==> config.mk <==
export PLATFORM = sky130hd
export DESIGN_NAME = multicycle_ctrl
export DESIGN_NICKNAME = d
export VERILOG_FILES = /design/src/rtl/multicycle_ctrl.sv
export SDC_FILE = /design/constraint.sdc
export NUM_CORES = 1
export LEC_CHECK = 0
export ABC_AREA = 1
export CELL_PAD_IN_SITES_DETAIL_PLACEMENT = 0
export CELL_PAD_IN_SITES_GLOBAL_PLACEMENT = 1
export CORE_ASPECT_RATIO = 1.75
export CORE_MARGIN = 2
export CORE_UTILIZATION = 22
export DETAILED_ROUTE_END_ITERATION = 16
export PLACE_DENSITY_LB_ADDON = 0.1
export SLEW_MARGIN = 15
export SYNTH_ARGS = -nofsm -noshare
export SYNTH_HDL_FRONTEND = slang
export SYNTH_SLANG_ARGS = --single-unit
==> constraint.sdc <==
create_clock -name clk -period 2.44 [get_ports clk]
set_input_delay 0.732 -clock clk [delete_from_list [all_inputs] [get_ports clk]]
set_output_delay 0.732 -clock clk [all_outputs]
set_load 0.05 [all_outputs]
==> src/rtl/multicycle_ctrl.sv <==
// Control FSM for the multi-cycle RV32I core: sequences fetch/decode/exec/mem/wb,
// drives operand and strobe controls, and traps on illegal opcodes or a stalled bus.
module multicycle_ctrl #(
   parameter int unsigned MEM_TIMEOUT = 16
) (
   input  logic        clk,
   input  logic        rst_n,
   input  logic [31:0] instruction,
   input  logic        mem_ready,
   input  logic        branch_taken,
   output logic        alu_src,
   output logic        imm_is_store,
   output logic [1:0]  alu_op,
   output logic        mem_read_en,
   output logic        mem_write_en,
   output logic        ir_load,
   output logic        pc_write,
   output logic        pc_src,
   output logic        reg_write_en,
   output logic        wb_sel,
   output logic        retire,
   output logic        trap,
   output logic [2:0]  state
);

   localparam logic [2:0] StIdle   = 3'd0;
   localparam logic [2:0] StFetch  = 3'd1;
   localparam logic [2:0] StDecode = 3'd2;
   localparam logic [2:0] StExec   = 3'd3;
   localparam logic [2:0] StMem    = 3'd4;
   localparam logic [2:0] StWb     = 3'd5;
   localparam logic [2:0] StTrap   = 3'd7;

   localparam logic [2:0] ClsNone   = 3'd0;
   localparam logic [2:0] ClsR      = 3'd1;
   localparam logic [2:0] ClsI      = 3'd2;
   localparam logic [2:0] ClsLoad   = 3'd3;
   localparam logic [2:0] ClsStore  = 3'd4;
   localparam logic [2:0] ClsBranch = 3'd5;

   localparam logic [6:0] OpR      = 7'b0110011;
   localparam logic [6:0] OpI      = 7'b0010011;
   localparam logic [6:0] OpLoad   = 7'b0000011;
   localparam logic [6:0] OpStore  = 7'b0100011;
   localparam logic [6:0] OpBranch = 7'b1100011;

   localparam int unsigned WaitW = $clog2(MEM_TIMEOUT);
   localparam logic [WaitW-1:0] WaitMax = WaitW'(MEM_TIMEOUT - 1);

   logic [2:0]       state_q, state_d;
   logic [2:0]       class_q, class_d;
   logic [WaitW-1:0] wait_q, wait_d;
   logic             mem_wait;
   logic             unused_instr;

   // Only the opcode field steers control; the rest of the IR feeds the datapath.
   assign unused_instr = ^instruction[31:7];

   always_comb begin
      state_d  = state_q;
      class_d  = class_q;
      wait_d   = '0;
      mem_wait = ((state_q == StFetch) || (state_q == StMem)) && !mem_ready;
      case (state_q)
         StIdle:   state_d = StFetch;
         StFetch:  if (mem_ready) state_d = StDecode;
         StDecode: begin
            state_d = StExec;
            case (instruction[6:0])
               OpR:      class_d = ClsR;
               OpI:      class_d = ClsI;
               OpLoad:   class_d = ClsLoad;
               OpStore:  class_d = ClsStore;
               OpBranch: class_d = ClsBranch;
               default: begin
                  class_d = ClsNone;
                  state_d = StTrap;
               end
            endcase
         end
         StExec: begin
            case (class_q)
               ClsR, ClsI:        state_d = StWb;
               ClsLoad, ClsStore: state_d = StMem;
               ClsBranch:         state_d = StFetch;
               default:           state_d = StTrap;
            endcase
         end
         StMem:   if (mem_ready) state_d = (class_q == ClsLoad) ? StWb : StFetch;
         StWb:    state_d = StFetch;
         StTrap:  state_d = StTrap;
         default: state_d = StTrap;
      endcase
      // Counter is zero whenever not stalled, so every entry to FETCH/MEM starts clean.
      if (mem_wait) begin
         if (wait_q == WaitMax) begin
            state_d = StTrap;
         end else begin
            wait_d = wait_q + 1'b1;
         end
      end
   end

   always_ff @(posedge clk) begin
      if (!rst_n) begin
         state_q <= StIdle;
         class_q <= ClsNone;
         wait_q  <= '0;
      end else begin
         state_q <= state_d;
         class_q <= class_d;
         wait_q  <= wait_d;
      end
   end

   always_comb begin
      alu_src      = 1'b0;
      imm_is_store = 1'b0;
      alu_op       = 2'b00;
      mem_read_en  = 1'b0;
      mem_write_en = 1'b0;
      ir_load      = 1'b0;
      pc_write     = 1'b0;
      pc_src       = 1'b0;
      reg_write_en = 1'b0;
      wb_sel       = 1'b0;
      retire       = 1'b0;
      trap         = 1'b0;
      case (state_q)
         StFetch: begin
            mem_read_en = 1'b1;
            ir_load     = mem_ready;
         end
         StExec: begin
            case (class_q)
               ClsR: alu_op = 2'b01;
               ClsI: begin
                  alu_src = 1'b1;
                  alu_op  = 2'b01;
               end
               ClsLoad: alu_src = 1'b1;
               ClsStore: begin
                  alu_src      = 1'b1;
                  imm_is_store = 1'b1;
               end
               ClsBranch: begin
                  alu_op   = 2'b10;
                  pc_write = 1'b1;
                  pc_src   = branch_taken;
                  retire   = 1'b1;
               end
               default: ;
            endcase
         end
         StMem: begin
            if (class_q == ClsLoad) begin
               mem_read_en = 1'b1;
            end else begin
               mem_write_en = 1'b1;
               pc_write     = mem_ready;
               retire       = mem_ready;
            end
         end
         StWb: begin
            reg_write_en = 1'b1;
            wb_sel       = (class_q == ClsLoad);
            pc_write     = 1'b1;
            retire       = 1'b1;
         end
         StTrap:  trap = 1'b1;
         default: ;
      endcase
   end

   assign state = state_q;

endmodule

== After elaboration in Yosys (flattened, before gate mapping) ==
Index checks and enable logic that the tools add are counted.

* Bits in registers: 10
* Bits in latches: 0
* Bits in writable memories: 0
* Bits in read-only memories: 0
* Input bits: 36
* Output and inout bits: 16
* Word-level logic and storage cells: 61
* Memories: 0

* $add $sub $neg: 1
* $mul: 0
* Div/mod/pow operators: 0
* Magnitude comparators: 0
* Equality and inequality tests: 17
* Shift-type cells: 0
* Muxes and demuxes: 28
* Bitwise gates (word level): 2
* Reduce and logical (&&, ||, !) cells: 10

{| class="wikitable"
|+ Operators with widths
! operator !! number
|-
| one-hot mux 3 bit (5 select lines) || 2
|-
| two-way mux 3 bit || 6
|-
| equality test 3 bit (second input constant) || 5
|-
| two-way mux 1 bit || 15
|-
| equality test 7 x 6 -> 1 bit (second input constant) || 2
|-
| equality test 3 x 2 -> 1 bit (second input constant) || 4
|-
| one-hot mux 3 bit (3 select lines) || 1
|-
| equality test 7 x 2 -> 1 bit (second input constant) || 1
|-
| equality test 7 x 5 -> 1 bit (second input constant) || 1
|-
| equality test 7 bit (second input constant) || 1
|-
| equality test 3 x 1 -> 1 bit (second input constant) || 2
|-
| OR reduction 2 bit || 3
|-
| OR reduction 3 bit || 2
|-
| OR reduction 5 bit || 1
|-
| adder 4 x 1 -> 4 bit (second input constant) || 1
|-
| equality test 4 bit (second input constant) || 1
|-
| one-hot mux 2 bit (2 select lines) || 1
|-
| logical NOT 3 bit || 1
|-
| one-hot mux 1 bit (3 select lines) || 1
|-
| two-way mux 2 bit || 1
|-
| inverter 1 bit || 2
|-
| one-hot mux 1 bit (2 select lines) || 1
|-
| logical AND 1 bit || 1
|-
| logical NOT 1 bit || 1
|-
| logical OR 1 bit || 1
|}

== Longest topological paths before layout ==
Gate-level depths: netlist of the first run.

* Depth after elaboration: 6
* Gate-level depth with buffers: 8
* Depth with buffers taken out: 8

== Worst setup path before layout of the first run ==
No wires, ideal clock.

* Kind: flip-flop to output port
* From: register state_q[0] (netlist: state[0])
* To: output port retire
* Arrival time: 3034 ps
* Required time: 1708 ps
* Slack: -1326 ps
* Stages on the path, launching flop included: 6
* Path buffers: 1
* Path through: dfxtp_1 > inv_2 > nor3_1 > inv_1 > o211ai_1 > buf_4

* Longest elaborated chain between the ends: 2
* Elaborated cells between the ends (all ways): 4
* Classes of those cells: eq/ne: 3; mux: 1

{| class="wikitable"
|+ Ends and longest elaborated chain
! element !! line !! RTL
|-
| start, declared || 50 || <nowiki>logic [2:0] state_q, state_d;</nowiki>
|-
| start signal, assigned || 106 || <nowiki>state_q <= StIdle;</nowiki>
|-
| start signal, assigned || 110 || <nowiki>state_q <= state_d;</nowiki>
|-
| equality test 3 bit or equality test 3 x 2 -> 1 bit (tied branches) || - ||
|-
| one-hot mux 1 bit (3 select lines) * || - ||
|-
| end, declared || 21 || <nowiki>output logic retire,</nowiki>
|}

Mark *: on every way between the ends. The rest lies on a longest branch, timed or not.

== Worst setup path in the final report of the first run ==
* From: input port branch_taken
* To: output port pc_src

* Longest elaborated chain between the ends: 2

{| class="wikitable"
|+ Ends and longest elaborated chain
! element !! line !! RTL
|-
| start, declared || 10 || <nowiki>input logic branch_taken,</nowiki>
|-
| two-way mux 1 bit || 135 || <nowiki>case (class_q)</nowiki>
|-
| two-way mux 1 bit || 129 || <nowiki>case (state_q)</nowiki>
|-
| end, declared || 18 || <nowiki>output logic pc_src,</nowiki>
|}

No other way between the ends.

==> impl_metrics.toml, run 1 <==
[detailed_routing]
wl_met1_um = 642
dr.pass1.iters = 2
drc = 0
maxUsedRoutingLayer = "met4"
vias = 758
drt-total-wl_um = 1770
drtIter0Drc = 9
vias_per_cell = 4.14
dr_wl_met3_um = 89
dr_wl_met2_um = 985
ant_nets = 0
avgRoutedWirePerCell_um = 9.64

[worst_setup_path]
r2r_end = "state[2]"
crit_path_end_kind = "primary output"
crit_path_start = "branch_taken"
r2r_setup_slack_ns = 1.18
required_ns = 1.71
critPathMaxFanout = 1
reg2reg_depth = 8
timing.rr.start = "class_q[2]"
cp.arrival_ns = 1.51
startpoint_type = "input port"
timing_worst_setup_path_type = "in2out"

[clocking]
post-cts-setup-buffer-count = 0
cts_resized = 1
clock_path_buffers = 2
cts_tree = "done"
cts_buffers = 3
cts-hold-fix-buffers = 0
cts-root-buf = "clkbuf_8"
cts.sinks = 10
clk_pin_slew_ns = 0.05
cts_max_level = 1
clkLatencyLatePin_ns = 0.24

[synth]
syn_nets = 143
synthSimpleGateAreaFrac_pct = 46.0
ys_seq_elements = 10
synth_top_family_by_area = "simple AND/OR/NAND/NOR gates"
yosysWarnings = 0
synth_xor_area_share_pct = 2.55
synthCells = 106
synth-adder-area-share_pct = 1.82
synth_cell_type_count = 25
synth_area_um2 = 686
ys_seq_area_share_pct = 29.2
muxShareOfSynthArea_pct = 0
synth_compound_area_share_pct = 8.39
syn_avg_cell_area_um2 = 6.47

[global_route]
grt_pass1_wl_um = 2980
grt_pass1_vias = 725
grtUsageTotal_pct = 11.3
grt_max_degree = 7
grt.overflow.total = 0
antenna_found_initial = 0

[floorplan]
die_w_um = 46.2
initial_utilization_pct = 23.2
io_pins = 52
die_h_um = 77.9
row_count = 26
fp.dieArea_um2 = 3600
core_um2 = 2960

[finish]
syn_to_final_growth_pct = 68.1
num_antenna_cells = 0
final_core_util_pct = 38.9
stdcell_count = 183
mostFrequentLayoutCell = "nand2_1"
layout-drive-gt1-share_pct = 32.6
mostFrequentLayoutCells = "20 x nand2_1, 17 x nor2_1, 14 x inv_1, 14 x buf_4, 12 x clkdlybuf4s50_1"
fillers = 325
nNetsFinal = 179

[sta]
layout_setup_ws_ns = 0.194
worst_slew_pin_slew_ns = 0.492
fin_crit_sh_pct = 92.0
fmax_ghz = 0.445
hold_viol = 0
max_slew_margin_pct = 67.1
slew_violations = 0
finalSetupTns_ns = 0
clock_skew_ns = 0.00201
post-route-min-period_ns = 2.25
setup-violations-final = 0
rsz0062_at_grt = "false"

[min_path]
whs_path_depth = 1
hold_path.startpoint = "wait_q[0]"
hold_path_end = "wait_q[0]"
worstHoldPathType = "reg2reg"

[job]
drv_cap = 0

[pwr]
power.density_nw_per_um2 = 536
p_leak_nw = 0.476
vdd_drop_max_mv = 0.340

[placement]
gp_congestion = 0.747
dp_slack_ns = -0.0398
io_buffer_count = 26
dp_cells = 179
dp_hpwl_um = 1550

[outcome]
outcome = "completed"
[Yosys cell counts (all sizes together)]
| cell | number | area [um2] |
|---|---|---|
| ha | 1 | 12.5 |
| nor2 | 23 | 111 |
| nand3 | 12 | 75.1 |
| a31oi | 1 | 6.26 |
| a211oi | 1 | 7.51 |
| nand4 | 3 | 18.8 |
| or2 | 1 | 6.26 |
| and3 | 1 | 6.26 |
| a21oi | 4 | 23.8 |
| o21ai | 1 | 5.00 |
| o211ai | 2 | 15.0 |
| dfxtp | 10 | 200 |
| xor2 | 1 | 8.76 |
| inv | 20 | 75.1 |
| nor3 | 1 | 5.00 |
| buf | 1 | 7.51 |
| nand2 | 22 | 92.6 |
| xnor2 | 1 | 8.76 |
[per-stage QoR]
stage / instance area (um2) / hold slack (ns) / total power [mW]
finish: 1150 / 0.449 / 0.618
global route: 1150 / 0.477 / 0.650
CTS: 1150 / 0.453 / 0.626
detailed placement: 1110 / 0.445 / 0.448
global placement: 1110 / 0.434 / 0.447
floorplan: 728 / 0.418 / 0.354
[state kept, by name (all words and copies together) (netlist names)]
signal   count
state        3
class_q      3
wait_q       4
[worst max-delay path by stage]
stage | depth (start not counted) | end | slack, ns
final | 4 | pc_src | 0.19
after CTS | 4 | pc_src | 0.19
after global routing | 8 | retire | 0.13
after floorplan | 5 | retire | -0.25
after global placement | 5 | pc_write | -0.05
after detailed placement | 5 | retire | -0.04
[where the power goes]
| group | switching (mW) | leakage, nW | total [mW] | internal, mW |
|---|---|---|---|---|
| clock | 0.0672 | 0.0231 | 0.178 | 0.110 |
| sequential | 0.0178 | 0.0831 | 0.194 | 0.176 |
| combinational | 0.150 | 0.369 | 0.247 | 0.0961 |
| total | 0.236 | 0.476 | 0.618 | 0.383 |
[worst max-delay path: stages]
cell and delay [ns]:
clkdlybuf4s50_1 0.45, inv_1 0.04, nor2_2 0.14, buf_12 0.15
[final cells by class]
cell class / instances / area [um2] / share of cell area [%]
clock inverters: 1 / 3.75 / 0.326
multi-input cells: 75 / 429 / 37.2
well taps: 42 / 52.6 / 4.56
inverters: 20 / 80.1 / 6.95
clock buffers: 3 / 41.3 / 3.58
flip-flops and latches: 10 / 211 / 18.3
repair buffers: 32 / 334 / 29.0
[routing by layer]
metal / GRT usage (%) / vias up
met4: 7.71 / 0
li1: - / 405
met1: 10.9 / 324
met5: 0 / -
met2: 20.7 / 25
met3: 0.698 / 4
[cell families (layout without fill, tap and decap cells)]
| kind of cell | count (synthesis) | in the layout |
|---|---|---|
| DFF | 10 | 10 |
| xor gates and xnor gates | 2 | 2 |
| and+or+nand+nor | 63 | 63 |
| adders and majority gates | 1 | 1 |
| buffers and inverters | 21 | 56 |
| AOI/OAI and AO/OA | 9 | 9 |
(Power assumes the default switching activity.)
==> run 2: changes to the inputs <==
--- a/config.mk
+++ b/config.mk
@@ -8,12 +8,13 @@
 export ABC_AREA = 1
 export CELL_PAD_IN_SITES_DETAIL_PLACEMENT = 0
 export CELL_PAD_IN_SITES_GLOBAL_PLACEMENT = 1
-export CORE_ASPECT_RATIO = 1.75
 export CORE_MARGIN = 2
-export CORE_UTILIZATION = 22
+export CORE_UTILIZATION = 37
 export DETAILED_ROUTE_END_ITERATION = 16
+export DONT_BUFFER_PORTS = 1
 export PLACE_DENSITY_LB_ADDON = 0.1
 export SLEW_MARGIN = 15
 export SYNTH_ARGS = -nofsm -noshare
 export SYNTH_HDL_FRONTEND = slang
 export SYNTH_SLANG_ARGS = --single-unit
+export TNS_END_PERCENT = 10
==> constraint.sdc (replaced) <==
create_clock -name clk -period 2.3 [get_ports clk]
set_input_delay 0.69 -clock clk [delete_from_list [all_inputs] [get_ports clk]]
set_output_delay 0.69 -clock clk [all_outputs]
set_load 0.05 [all_outputs]
==> run 2 against run 1 <==
- wire length decreased by 18%
- die area down 38%
- combinational power fell by 28%
- count of clock-buffer cells in the layout rose by 1
- via count is 9.4% lower
==> impl_metrics.toml, run 2 (synthesis gave the netlist of run 1 again) <==
[outcome]
outcome = "completed"

[min_path]
worstHoldPathType = "reg2reg"

[finish]
final_core_util_pct = 53.6
final_cell_area_um2 = 925
largest_reg_flops = 4
multi_input_comb_area_um2 = 434
fillers = 190
mostFrequentLayoutCells = "20 x nand2_1, 17 x nor2_1, 14 x inv_1, 13 x buf_4, 9 x nand3_1"
stdcell_count = 149
regMostFlops = "wait_q"
syn_to_final_growth_pct = 34.9
layout-drive-gt1-share_pct = 34.7
ff_latch_area_um2 = 211
nNetsFinal = 162
num_antenna_cells = 0
mostFrequentLayoutCell = "nand2_1"

[pwr]
intPower_uw = 340
power.density_nw_per_um2 = 613
p_seq_share_pct = 41.8
p_switching_uw = 227
clkPwrFrac_pct = 26.9
p_total_uw = 567
switching_share_pct = 40.1
vdd_drop_max_mv = 0.339
pwr-share-comb_pct = 31.3
p_leak_nw = 0.401

[clocking]
cts_max_level = 1
clkLatencyLatePin_ns = 0.26
cts.sinks = 10
clock_path_buffers = 2
cts-hold-fix-buffers = 0
clk_pin_slew_ns = 0.06
cts-root-buf = "clkbuf_4"
cts_buffers = 3
cts_tree = "done"

[global_route]
grt.overflow.total = 0
grt_pass1_vias = 602
grt_max_degree = 7
grtUsageTotal_pct = 14.9
antenna_found_initial = 0
grt_pass1_wl_um = 2380

[detailed_routing]
ant_nets = 0
avgRoutedWirePerCell_um = 9.75
vias = 687
vias_per_cell = 4.61
dr.pass1.iters = 4
drc = 0
drt-total-wl_um = 1450
drtIter0Drc = 10

[sta]
worst_slew_pin_slew_ns = 0.247
fmax_ghz = 0.454
layout_setup_ws_ns = 0.0953
slew_violations = 0
fin_crit_sh_pct = 95.9
whs_ns = 0.454
clock_skew_ns = 0.00281
post-route-min-period_ns = 2.20
setup-violations-final = 0
hold_viol = 0
max_slew_margin_pct = 83.5
finalSetupTns_ns = 0

[floorplan]
io_pins = 52
core_um2 = 1730
fp.dieArea_um2 = 2210
row_count = 15
die_h_um = 47.0
die_w_um = 47.0
initial_utilization_pct = 39.7

[job]
drv_cap = 0

[worst_setup_path]
critPathMaxFanout = 5
r2r_setup_slack_ns = 1.05
cp.arrival_ns = 1.51
crit_path_end_kind = "primary output"
startpoint_type = "flip-flop"
timing_worst_setup_path_type = "reg2out"
required_ns = 1.61

[placement]
io_buffer_count = 0
dp_slack_ns = 0.257
dp_cells = 143
gp_congestion = 0.780
place_area_um2 = 866
dp_hpwl_um = 1240
run 2: changes by cell type in the layout (fill, tap and decap cells not counted), sizes merged:
cell | before | now
buf | 19 | 15
clkbuf | 3 | 4
clkdlybuf4s50 | 12 | 0
clkinv | 1 | 0
dlygate4sd2 | 1 | 0
run 2: layout make-up:
cell class                      instances  share of cell area (%)
Timing Repair Buffer                   15                    13.9
Multi-Input combinational cell         75                    47.0
Clock buffer                            4                    3.92
Inverter                               20                    8.93
Tap cell                               25                    3.38
Sequential cell                        10                    22.9
run 2: worst max-delay path, stage by stage, from the launching register on:
cell,delay (ns)
dfxtp_4,0.49
nand2_4,0.08
nor2_4,0.13
inv_4,0.06
nor2_4,0.09
inv_2,0.05
o211ai_1,0.11
buf_4,0.25
run 2: what timing repair did:
item / 4_1_cts / 5_1_grt
pin swaps: 2 / 3
endpoints found under the setup margin: 1 / 2
buffers inserted: 1 / 1
resized for setup: 1 / 1
run 2: metal layers:
layer,GRT usage (%),vias to the layer above,part of all wire (%)
met3,3.08,0,6.4
met1,19.0,290,49
met2,24.9,23,44
li1,-,374,-
met5,0,-,0
met4,5.00,0,0
run 2: path summary, 6_finish.rpt:
path | start | endpoint | cells past startpoint
min | wait_q[0] | wait_q[0] | 1
max | state[1] | retire | 7
max reg2reg | state[1] | state[2] | 7
min reg2reg | wait_q[0] | wait_q[0] | 1
run 2: power groups by stage:
stage	clock network, mW	logic (mW)	registers, mW
after floorplan	0	0.139	0.235
after global placement	0	0.172	0.239
after detailed placement	0	0.173	0.239
after CTS	0.157	0.177	0.237
after global routing	0.162	0.194	0.239
final	0.153	0.177	0.237
